File: src/rtl/mcs4_pad_bridge_pkg.sv
// Shared definitions for the MCS-4 pad bridge.
//   phase_e       : bus phase index, PH_A1 (0) .. PH_X3 (7)
//   drive_state_t : data-pad drive FSM state codes
//   *_IDLE        : reset levels of pins and synchronised inputs
package mcs4_pad_bridge_pkg;

    typedef enum logic [2:0] {
        PH_A1 = 3'd0,
        PH_A2 = 3'd1,
        PH_A3 = 3'd2,
        PH_M1 = 3'd3,
        PH_M2 = 3'd4,
        PH_X1 = 3'd5,
        PH_X2 = 3'd6,
        PH_X3 = 3'd7
    } phase_e;

    typedef enum logic [1:0] {
        ST_IDLE  = 2'd0,
        ST_GUARD = 2'd1,
        ST_DRIVE = 2'd2
    } drive_state_t;

    // Active-low control pins idle high; the data bus idles pulled up.
    localparam logic CTRL_N_IDLE   = 1'b1;
    localparam logic DATA_IDLE_BIT = 1'b1;
    localparam logic TEST_IDLE     = 1'b0;

    // Phase advance; PH_X3 wraps to PH_A1 through the 3-bit overflow.
    function automatic phase_e phase_next(input phase_e ph);
        return phase_e'(ph + 3'd1);
    endfunction

endpackage

File: src/rtl/mcs4_pad_bridge_if.sv
// Core-side bus of the pad bridge.
//   master : the CPU core (drives sync/data/cm, receives data_i/test)
//   slave  : the pad bridge
interface mcs4_pad_bridge_if #(
    parameter int DATA_W     = 4,
    parameter int NUM_CM_RAM = 4
) ();
    logic                  core_sync_n;
    logic [DATA_W-1:0]     core_data_o;
    logic                  core_data_oe;
    logic [DATA_W-1:0]     core_data_i;
    logic                  core_cm_rom_n;
    logic [NUM_CM_RAM-1:0] core_cm_ram_n;
    logic                  core_test;

    modport master (
        output core_sync_n, core_data_o, core_data_oe, core_cm_rom_n, core_cm_ram_n,
        input  core_data_i, core_test
    );

    modport slave (
        input  core_sync_n, core_data_o, core_data_oe, core_cm_rom_n, core_cm_ram_n,
        output core_data_i, core_test
    );
endinterface

File: src/rtl/mcs4_pad_bridge_sync_ff.sv
// Flop chain with asynchronous reset to a parameterised value. Used as
// the pad-input synchroniser and as the matching delay line for the
// contention check.
//   clk, rst_n : clock, async active-low reset
//   i_d        : chain input
//   o_q        : chain output, STAGES cycles after i_d
module mcs4_pad_bridge_sync_ff #(
    parameter int           W       = 1,
    parameter int           STAGES  = 2,
    parameter logic [W-1:0] RST_VAL = '0
) (
    input  logic         clk,
    input  logic         rst_n,
    input  logic [W-1:0] i_d,
    output logic [W-1:0] o_q
);
    logic [W-1:0] r_chain [STAGES];

    // NOTE: every stage is reset, not just the last one, so the output
    // never shows a stale pre-reset value while the chain refills.
    always_ff @(posedge clk or negedge rst_n) begin
        if (!rst_n) begin
            for (int s = 0; s < STAGES; s++) r_chain[s] <= RST_VAL;
        end else begin
            // NOTE: non-blocking assignments make each stage take the
            // previous stage's old value, giving a true shift register.
            r_chain[0] <= i_d;
            for (int s = 1; s < STAGES; s++) r_chain[s] <= r_chain[s-1];
        end
    end

    assign o_q = r_chain[STAGES-1];
endmodule

File: src/rtl/mcs4_pad_bridge.sv
// Pad-side bridge between the MCS-4 CPU core and the chip pins.
// Registers core control outputs, synchronises pad inputs, tracks the
// 8-phase bus cycle from SYNC_N and drives the data pads in open-drain or
// push-pull mode behind a direction-turnaround guard. Sticky flags report
// misplaced SYNC pulses and driven-data/readback contention.
//   clk, rst_n                 : clock, async active-low reset
//   core                       : core-side bus (slave modport)
//   pad_data_in/out/oe         : data pins (oe per bit, 1 = drive)
//   pad_test                   : TEST pin
//   pad_sync_n, pad_cm_*       : registered control pins
//   phase, phase_valid         : bus phase (0 = A1 .. 7 = X3), locked flag
//   sync_err, contention       : sticky error flags, cleared by err_clr
module mcs4_pad_bridge
    import mcs4_pad_bridge_pkg::*;
#(
    parameter int DATA_W      = 4,
    parameter int NUM_CM_RAM  = 4,
    parameter bit OPEN_DRAIN  = 1'b1,
    parameter int SYNC_STAGES = 2,
    parameter int TURNAROUND  = 1
) (
    input  logic                  clk,
    input  logic                  rst_n,
    mcs4_pad_bridge_if.slave      core,
    input  logic [DATA_W-1:0]     pad_data_in,
    output logic [DATA_W-1:0]     pad_data_out,
    output logic [DATA_W-1:0]     pad_data_oe,
    input  logic                  pad_test,
    output logic                  pad_sync_n,
    output logic                  pad_cm_rom_n,
    output logic [NUM_CM_RAM-1:0] pad_cm_ram_n,
    output logic [2:0]            phase,
    output logic                  phase_valid,
    output logic                  sync_err,
    output logic                  contention,
    input  logic                  err_clr
);
    if (SYNC_STAGES < 1 || SYNC_STAGES > 3) begin : g_bad_sync_stages
        $error("mcs4_pad_bridge: SYNC_STAGES must be 1..3");
    end
    if (TURNAROUND < 0 || TURNAROUND > 3) begin : g_bad_turnaround
        $error("mcs4_pad_bridge: TURNAROUND must be 0..3");
    end

    localparam logic [1:0] GUARD_LOAD = (TURNAROUND > 0) ? 2'(TURNAROUND - 1) : 2'd0;

    phase_e                r_phase;
    logic                  r_phase_valid;
    logic                  r_sync_err;
    logic                  r_contention;
    drive_state_t          r_state;
    drive_state_t          w_state_nx;
    logic [1:0]            r_guard;
    logic [1:0]            w_guard_nx;
    logic                  r_oe_q;
    logic [DATA_W-1:0]     r_data_q;
    logic                  r_oe_dly_prev;
    logic                  w_oe_dly;
    logic [DATA_W-1:0]     w_data_dly;
    logic                  w_sync_seen;
    logic                  w_sync_err_set;
    logic                  w_contention_set;

    // Control pins and phase tracking
    assign w_sync_seen    = ~core.core_sync_n;
    assign w_sync_err_set = w_sync_seen & r_phase_valid & (r_phase != PH_X3);

    always_ff @(posedge clk or negedge rst_n) begin
        if (!rst_n) begin
            pad_sync_n    <= CTRL_N_IDLE;
            pad_cm_rom_n  <= CTRL_N_IDLE;
            pad_cm_ram_n  <= {NUM_CM_RAM{CTRL_N_IDLE}};
            r_phase       <= PH_A1;
            r_phase_valid <= 1'b0;
        end else begin
            pad_sync_n   <= core.core_sync_n;
            pad_cm_rom_n <= core.core_cm_rom_n;
            pad_cm_ram_n <= core.core_cm_ram_n;
            // A SYNC always realigns, even a misplaced one.
            if (w_sync_seen) begin
                r_phase       <= PH_A1;
                r_phase_valid <= 1'b1;
            end else if (r_phase_valid) begin
                r_phase <= phase_next(r_phase);
            end
        end
    end

    // Drive FSM with turnaround guard
    always_comb begin
        // NOTE: defaults first so every path assigns both outputs and no
        // latch is inferred.
        w_state_nx = r_state;
        w_guard_nx = r_guard;
        unique case (r_state)
            ST_IDLE: begin
                if (core.core_data_oe) begin
                    if (TURNAROUND == 0) begin
                        w_state_nx = ST_DRIVE;
                    end else begin
                        w_state_nx = ST_GUARD;
                        w_guard_nx = GUARD_LOAD;
                    end
                end
            end
            ST_GUARD: begin
                // Withdrawing oe during the guard aborts without driving.
                if (!core.core_data_oe)  w_state_nx = ST_IDLE;
                else if (r_guard == 2'd0) w_state_nx = ST_DRIVE;
                else                      w_guard_nx = r_guard - 2'd1;
            end
            ST_DRIVE: begin
                if (!core.core_data_oe) w_state_nx = ST_IDLE;
            end
            default: w_state_nx = ST_IDLE;
        endcase
    end

    always_ff @(posedge clk or negedge rst_n) begin
        if (!rst_n) begin
            r_state  <= ST_IDLE;
            r_guard  <= 2'd0;
            r_oe_q   <= 1'b0;
            r_data_q <= '0;
        end else begin
            r_state  <= w_state_nx;
            r_guard  <= w_guard_nx;
            // Registered enable keeps the pad oe glitch-free.
            r_oe_q   <= (w_state_nx == ST_DRIVE);
            r_data_q <= core.core_data_o;
        end
    end

    // Pad mapping: open-drain pulls low only for zero bits.
    if (OPEN_DRAIN) begin : g_open_drain
        assign pad_data_out = '0;
        assign pad_data_oe  = {DATA_W{r_oe_q}} & ~r_data_q;
    end else begin : g_push_pull
        assign pad_data_out = r_data_q;
        assign pad_data_oe  = {DATA_W{r_oe_q}};
    end

    // Input synchronisers
    mcs4_pad_bridge_sync_ff #(
        .W(DATA_W), .STAGES(SYNC_STAGES), .RST_VAL({DATA_W{DATA_IDLE_BIT}})
    ) u_sync_data (
        .clk(clk), .rst_n(rst_n), .i_d(pad_data_in), .o_q(core.core_data_i)
    );

    mcs4_pad_bridge_sync_ff #(
        .W(1), .STAGES(SYNC_STAGES), .RST_VAL(TEST_IDLE)
    ) u_sync_test (
        .clk(clk), .rst_n(rst_n), .i_d(pad_test), .o_q(core.core_test)
    );

    // Delay the driven value so it lines up with the synchronised readback.
    mcs4_pad_bridge_sync_ff #(
        .W(DATA_W + 1), .STAGES(SYNC_STAGES), .RST_VAL('0)
    ) u_dly (
        .clk(clk), .rst_n(rst_n), .i_d({r_oe_q, r_data_q}), .o_q({w_oe_dly, w_data_dly})
    );

    // The first aligned drive cycle is skipped: the pin may still be settling.
    assign w_contention_set = w_oe_dly & r_oe_dly_prev & (core.core_data_i != w_data_dly);

    // Sticky flags: a set condition beats a simultaneous clear.
    always_ff @(posedge clk or negedge rst_n) begin
        if (!rst_n) begin
            r_oe_dly_prev <= 1'b0;
            r_sync_err    <= 1'b0;
            r_contention  <= 1'b0;
        end else begin
            r_oe_dly_prev <= w_oe_dly;
            r_sync_err    <= w_sync_err_set   | (r_sync_err   & ~err_clr);
            r_contention  <= w_contention_set | (r_contention & ~err_clr);
        end
    end

    assign phase       = r_phase;
    assign phase_valid = r_phase_valid;
    assign sync_err    = r_sync_err;
    assign contention  = r_contention;
endmodule

File: src/flat_wrapper.sv
// flat-port wrapper written by rule: the top's interface ports become plain ports
module mcs4_pad_bridge_flat import mcs4_pad_bridge_pkg::*;
#(
    parameter int DATA_W      = 4,
    parameter int NUM_CM_RAM  = 4,
    parameter bit OPEN_DRAIN  = 1'b1,
    parameter int SYNC_STAGES = 2,
    parameter int TURNAROUND  = 1
)
  (clk, rst_n, pad_data_in, pad_data_out, pad_data_oe, pad_test, pad_sync_n, pad_cm_rom_n, pad_cm_ram_n, phase, phase_valid, sync_err, contention, err_clr, core_core_sync_n, core_core_data_o, core_core_data_oe, core_core_cm_rom_n, core_core_cm_ram_n, core_core_data_i, core_core_test);
  mcs4_pad_bridge_if #(.DATA_W(DATA_W), .NUM_CM_RAM(NUM_CM_RAM)) core_i ();
  input  logic clk;
  input  logic rst_n;
  input  logic [DATA_W-1:0] pad_data_in;
  output logic [DATA_W-1:0] pad_data_out;
  output logic [DATA_W-1:0] pad_data_oe;
  input  logic pad_test;
  output logic pad_sync_n;
  output logic pad_cm_rom_n;
  output logic [NUM_CM_RAM-1:0] pad_cm_ram_n;
  output logic [2:0] phase;
  output logic phase_valid;
  output logic sync_err;
  output logic contention;
  input  logic err_clr;
  input wire logic [$bits(core_i.core_sync_n)-1:0] core_core_sync_n;
  input wire logic [$bits(core_i.core_data_o)-1:0] core_core_data_o;
  input wire logic [$bits(core_i.core_data_oe)-1:0] core_core_data_oe;
  input wire logic [$bits(core_i.core_cm_rom_n)-1:0] core_core_cm_rom_n;
  input wire logic [$bits(core_i.core_cm_ram_n)-1:0] core_core_cm_ram_n;
  output wire logic [$bits(core_i.core_data_i)-1:0] core_core_data_i;
  output wire logic [$bits(core_i.core_test)-1:0] core_core_test;
  assign core_i.core_sync_n = core_core_sync_n;
  assign core_i.core_data_o = core_core_data_o;
  assign core_i.core_data_oe = core_core_data_oe;
  assign core_i.core_cm_rom_n = core_core_cm_rom_n;
  assign core_i.core_cm_ram_n = core_core_cm_ram_n;
  assign core_core_data_i = core_i.core_data_i;
  assign core_core_test = core_i.core_test;
  mcs4_pad_bridge #(.DATA_W(DATA_W), .NUM_CM_RAM(NUM_CM_RAM), .OPEN_DRAIN(OPEN_DRAIN), .SYNC_STAGES(SYNC_STAGES), .TURNAROUND(TURNAROUND)) u_core (.clk(clk), .rst_n(rst_n), .core(core_i), .pad_data_in(pad_data_in), .pad_data_out(pad_data_out), .pad_data_oe(pad_data_oe), .pad_test(pad_test), .pad_sync_n(pad_sync_n), .pad_cm_rom_n(pad_cm_rom_n), .pad_cm_ram_n(pad_cm_ram_n), .phase(phase), .phase_valid(phase_valid), .sync_err(sync_err), .contention(contention), .err_clr(err_clr));
endmodule
File: config.mk
export PLATFORM = sky130hd
export DESIGN_NAME = mcs4_pad_bridge_flat
export DESIGN_NICKNAME = d
export VERILOG_FILES = /design/src/rtl/mcs4_pad_bridge_pkg.sv /design/src/rtl/mcs4_pad_bridge_if.sv /design/src/rtl/mcs4_pad_bridge_sync_ff.sv /design/src/rtl/mcs4_pad_bridge.sv /design/src/flat_wrapper.sv
export SDC_FILE = /design/constraint.sdc
export NUM_CORES = 1
export LEC_CHECK = 0
export CAP_MARGIN = 20
export CORE_MARGIN = 8
export CORE_UTILIZATION = 49
export CTS_CLUSTER_SIZE = 20
export DETAILED_ROUTE_END_ITERATION = 10
export PLACE_DENSITY_LB_ADDON = 0.2
export SKIP_LAST_GASP = 1
export SLEW_MARGIN = 0
export SYNTH_ARGS = -nofsm -noshare
export SYNTH_HDL_FRONTEND = slang
export SYNTH_HIERARCHICAL = 1
export SYNTH_SLANG_ARGS = --single-unit
export TNS_END_PERCENT = 10
File: constraint.sdc
create_clock -name clk -period 1.8 [get_ports clk]
set_input_delay 0.36 -clock clk [delete_from_list [all_inputs] [get_ports clk]]
set_output_delay 0.36 -clock clk [all_outputs]
set_load 0.01 [all_outputs]
==> impl_metrics.prom <==
# TYPE chip_impl_metric gauge
chip_impl_info{name="status",value="complete, no violations"} 1
chip_impl_info{name="critPathTopFamily",value="buffers and inverters"} 1
chip_impl_metric{name="grt_start_max_net_pins",unit=""} 37
chip_impl_info{name="critical-path-slowest-cell",value="clkdlybuf4s50_1"} 1
chip_impl_metric{name="synth_edf_count",unit=""} 0
chip_impl_metric{name="nFillCells",unit=""} 213
chip_impl_metric{name="global_route.usage.total",unit="%"} 10.2
chip_impl_metric{name="async_reset_ff_share",unit="%"} 100
chip_impl_info{name="cts_tree",value="yes"} 1
chip_impl_metric{name="tritoncts.num_buffers",unit=""} 5
chip_impl_metric{name="drt_pre_antenna_iters",unit=""} 4
chip_impl_metric{name="number_of_buffer_and_inverter_stages_on_the_critical_path",unit=""} 1
chip_impl_info{name="cp-end-kind",value="output port"} 1
chip_impl_metric{name="placed_cell_count",unit=""} 158
chip_impl_metric{name="initial_core_util",unit="%"} 52.3
chip_impl_metric{name="io-pin-count",unit=""} 44
chip_impl_metric{name="cells_after_synthesis",unit=""} 96
chip_impl_metric{name="report.final.setup_viol",unit=""} 0
chip_impl_metric{name="clock_insertion_delay_worst_skew",unit="ns"} 0.34
chip_impl_info{name="rsz0062_at_grt",value="true"} 1
chip_impl_info{name="setup.worst_path.end",value="pad_data_oe[0]"} 1
chip_impl_metric{name="worstRegToRegCells",unit=""} 5
chip_impl_metric{name="worst-r2r-setup-slack",unit="ns"} 0.51
chip_impl_metric{name="dp_slack",unit="ns"} 0.348
chip_impl_metric{name="global_route_wire_length_before_repair",unit="µm"} 3970
chip_impl_metric{name="grt_antenna_before_repair",unit=""} 0
chip_impl_metric{name="final_net_count",unit=""} 156
chip_impl_metric{name="insertedDiodeCount",unit=""} 0
chip_impl_metric{name="post_cts.repair.setup_buffers",unit=""} 0
chip_impl_metric{name="synthesis.area_per_instance",unit="µm²"} 15.1
chip_impl_metric{name="num_vias",unit=""} 783
chip_impl_metric{name="synth-seq-cells",unit=""} 42
chip_impl_metric{name="final.min_clock_period",unit="ns"} 1.79
chip_impl_metric{name="required",unit="ns"} 1.44
chip_impl_metric{name="drt_wl_total",unit="µm"} 2270
chip_impl_metric{name="synth_seq_area_share",unit="%"} 73.5
chip_impl_metric{name="worst_ir_drop_vdd",unit="mV"} 0.634
chip_impl_metric{name="fin_area",unit="µm²"} 1890
chip_impl_metric{name="cap_viol_max_count",unit=""} 0
chip_impl_metric{name="fin_skew",unit="ns"} 0.00764
chip_impl_metric{name="mappedNetlistArea",unit="µm²"} 1450
chip_impl_info{name="layout_commonest_cell",value="clkdlybuf4s50_1"} 1
chip_impl_metric{name="timing.fmax",unit="GHz"} 0.558
chip_impl_metric{name="clock_tree.buffer_depth",unit=""} 2
chip_impl_metric{name="rows",unit=""} 19
chip_impl_info{name="cell_at_the_root_of_the_clock_tree",value="clkbuf_4"} 1
chip_impl_info{name="timing.critical_path.from",value="u_core/r_oe_q$_DFF_PN0_"} 1
chip_impl_metric{name="post_dp_cell_area",unit="µm²"} 1810
chip_impl_metric{name="finalCoreUtilization",unit="%"} 67.8
chip_impl_info{name="mostFrequentLayoutCells",value="clkdlybuf4s50_1 (36), dfrtp_1 (28), dfstp_2 (14)"} 1
chip_impl_metric{name="finalWorstSetupSlack",unit="ns"} 0.00725
chip_impl_metric{name="vias_in_the_first_global_route",unit=""} 847
chip_impl_metric{name="synthToLayoutAreaGrowth",unit="%"} 29.8
chip_impl_info{name="worst_setup_path_start_kind",value="register"} 1
chip_impl_metric{name="arrival",unit="ns"} 1.43
chip_impl_metric{name="hold_viol",unit=""} 0
chip_impl_metric{name="detail_route_antenna_nets",unit=""} 0
chip_impl_info{name="hold_class",value="in -> async"} 1
chip_impl_info{name="cell_chain_of_the_critical_path",value="nor2b_1, clkdlybuf4s50_1"} 1
chip_impl_metric{name="synth_warnings",unit=""} 6
chip_impl_metric{name="drtIter0Drc",unit=""} 18
chip_impl_metric{name="crit_cells",unit=""} 2
chip_impl_metric{name="path_clk_slew",unit="ns"} 0.11
chip_impl_metric{name="floorplan.die.height",unit="µm"} 70.5
chip_impl_metric{name="routedWlPerCell",unit="µm"} 13.7
chip_impl_info{name="timing.rr.start",value="u_core/r_guard[0]$_DFFE_PN0P_"} 1
chip_impl_metric{name="cts_num_sinks",unit=""} 42
chip_impl_metric{name="gp_congestion",unit=""} 0.699
chip_impl_metric{name="global_route.overflow_total",unit=""} 0
chip_impl_metric{name="critPathMaxFanout",unit=""} 5
chip_impl_metric{name="cts.htree.levels",unit=""} 2
chip_impl_metric{name="die_area",unit="µm²"} 4970
chip_impl_metric{name="slowest_delay",unit="ns"} 0.55
chip_impl_metric{name="design_power_total",unit="µW"} 1740
chip_impl_metric{name="power_per_cell_area",unit="nW/µm²"} 924
chip_impl_metric{name="placement.io_buffers",unit=""} 39
chip_impl_metric{name="coreArea",unit="µm²"} 2780
chip_impl_metric{name="synth_cell_types",unit=""} 23
chip_impl_info{name="postSynth.topFlopCell",value="dfrtp_1"} 1
chip_impl_info{name="worst-setup-path-type",value="reg -> out"} 1
chip_impl_metric{name="drc",unit=""} 0
chip_impl_metric{name="drive_above_1_share",unit="%"} 19.3
chip_impl_metric{name="leakage",unit="µW"} 0.000861
chip_impl_metric{name="final-max-slew-violation-count",unit=""} 0
chip_impl_metric{name="max_slew_margin",unit="%"} 52.0
chip_impl_metric{name="hpwlAfterDp",unit="µm"} 1780
chip_impl_metric{name="final_min_period_over_clock_period",unit="%"} 99.6
chip_impl_metric{name="tightestPinTransition",unit="ns"} 0.720
chip_impl_metric{name="routed_via_density",unit=""} 4.72
chip_impl_metric{name="die-width",unit="µm"} 70.5
chip_impl_metric{name="post_layout_instance_count_excluding_filler_cells",unit=""} 166
chip_impl_info{name="rr_endpoint",value="u_core/r_guard[0]$_DFFE_PN0P_"} 1
-- power breakdown --
| group | total [µW] | switching (µW) | leakage [µW] | internal, µW |
|---|---|---|---|---|
| Clock | 530 | 263 | 0.0000446 | 267 |
| Sequential | 1040 | 28.4 | 0.000490 | 1010 |
| Combinational | 175 | 70.7 | 0.000326 | 104 |
| Total | 1740 | 362 | 0.000861 | 1380 |
-- worst register-to-register path: stages, from the launching register on --
cell and delay (ns):
dfrtp_1 0.41, inv_1 0.06, ha_1 0.26, or2_1 0.25, o21ai_1 0.13, a22o_1 0.14
-- cell usage after synthesis, types with 2 or more instances --
master     n  area [µm²]
dfrtp_1   28         701
buf_4     13        97.6
ha_1       3        37.5
nor2b_1    6        37.5
xor2_1     5        43.8
mux2i_1    2        20.0
a21boi_0   2        15.0
a22o_1     2        17.5
nand2_1    4        15.0
dfstp_2   14         368
inv_1      5        18.8
-- worst min path at each step --
stage                                                  from  slack, ns                             to  cells after the start
after floorplan                                       rst_n       0.06    u_core/contention$_DFF_PN0_                      0
after global placement    u_core/u_dly/r_chain[7]$_DFF_PN0_       0.33  u_core/u_dly/o_q[2]$_DFF_PN0_                      0
after detailed placement  u_core/u_dly/r_chain[8]$_DFF_PN0_       0.34  u_core/u_dly/o_q[3]$_DFF_PN0_                      0
after CTS                                             rst_n       0.08      u_core/sync_err$_DFF_PN0_                      1
after global routing                                  rst_n       0.10      u_core/sync_err$_DFF_PN0_                      1
final                                                 rst_n       0.07      u_core/sync_err$_DFF_PN0_                      1
-- state kept, by name (all words and copies together) (netlist names), 2 cells and up --
| signal | cells |
|---|---|
| u_core/r_state | 2 |
| u_core/u_dly/r_chain | 5 |
| u_core/u_sync_data/r_chain | 4 |
| u_core/r_data_q | 4 |
| u_core/u_dly/o_q | 5 |
| u_core/u_sync_data/o_q | 4 |
| u_core/pad_cm_ram_n | 4 |
| u_core/phase | 3 |
| u_core/r_guard | 2 |
-- routing by layer --
metal / wire length (µm) / GRT usage (%)
met2: 1080 / 15.8
met1: 876 / 10.0
met4: 70 / 7.37
met5: 0 / 0
met3: 240 / 5.79
-- logic make-up (layout without fill, tap and decap cells) --
logic type / after synthesis / after routing / synth area share, %
AO/OA/AOI/OAI: 9 / 9 / 4.47
XOR/XNOR: 5 / 5 / 3.01
adder cells (fa/ha/maj): 3 / 3 / 2.58
buffers and inverters: 18 / 54 / 8.00
flip-flops: 42 / 42 / 73.5
multiplexers: 2 / 2 / 1.38
other: 1 / 4 / 0.258
AND/OR/NAND/NOR: 16 / 16 / 6.80
-- repair_timing --
item                       in CTS  in global routing
setup endpoints to repair       9                 13
hold buffers                    0                  0
resized for setup               1                  1
-- layout make-up --
class / instances / area, µm² / area share, %
Clock buffer: 8 / 78.8 / 4.18
Inverter: 5 / 18.8 / 0.995
Multi-Input combinational cell: 39 / 280 / 14.9
Tap cell: 31 / 38.8 / 2.06
Timing Repair Buffer: 41 / 402 / 21.3
Sequential cell: 42 / 1070 / 56.6
-- stage by stage --
stage,TNS (ns),hold slack [ns]
finish,0,0.0683
global route,-0.479,0.105
CTS,-0.110,0.0795
detailed placement,0,0.343
global placement,0,0.333
floorplan,0,0.0644
No activity file was read; power rests on OpenSTA's default activity.
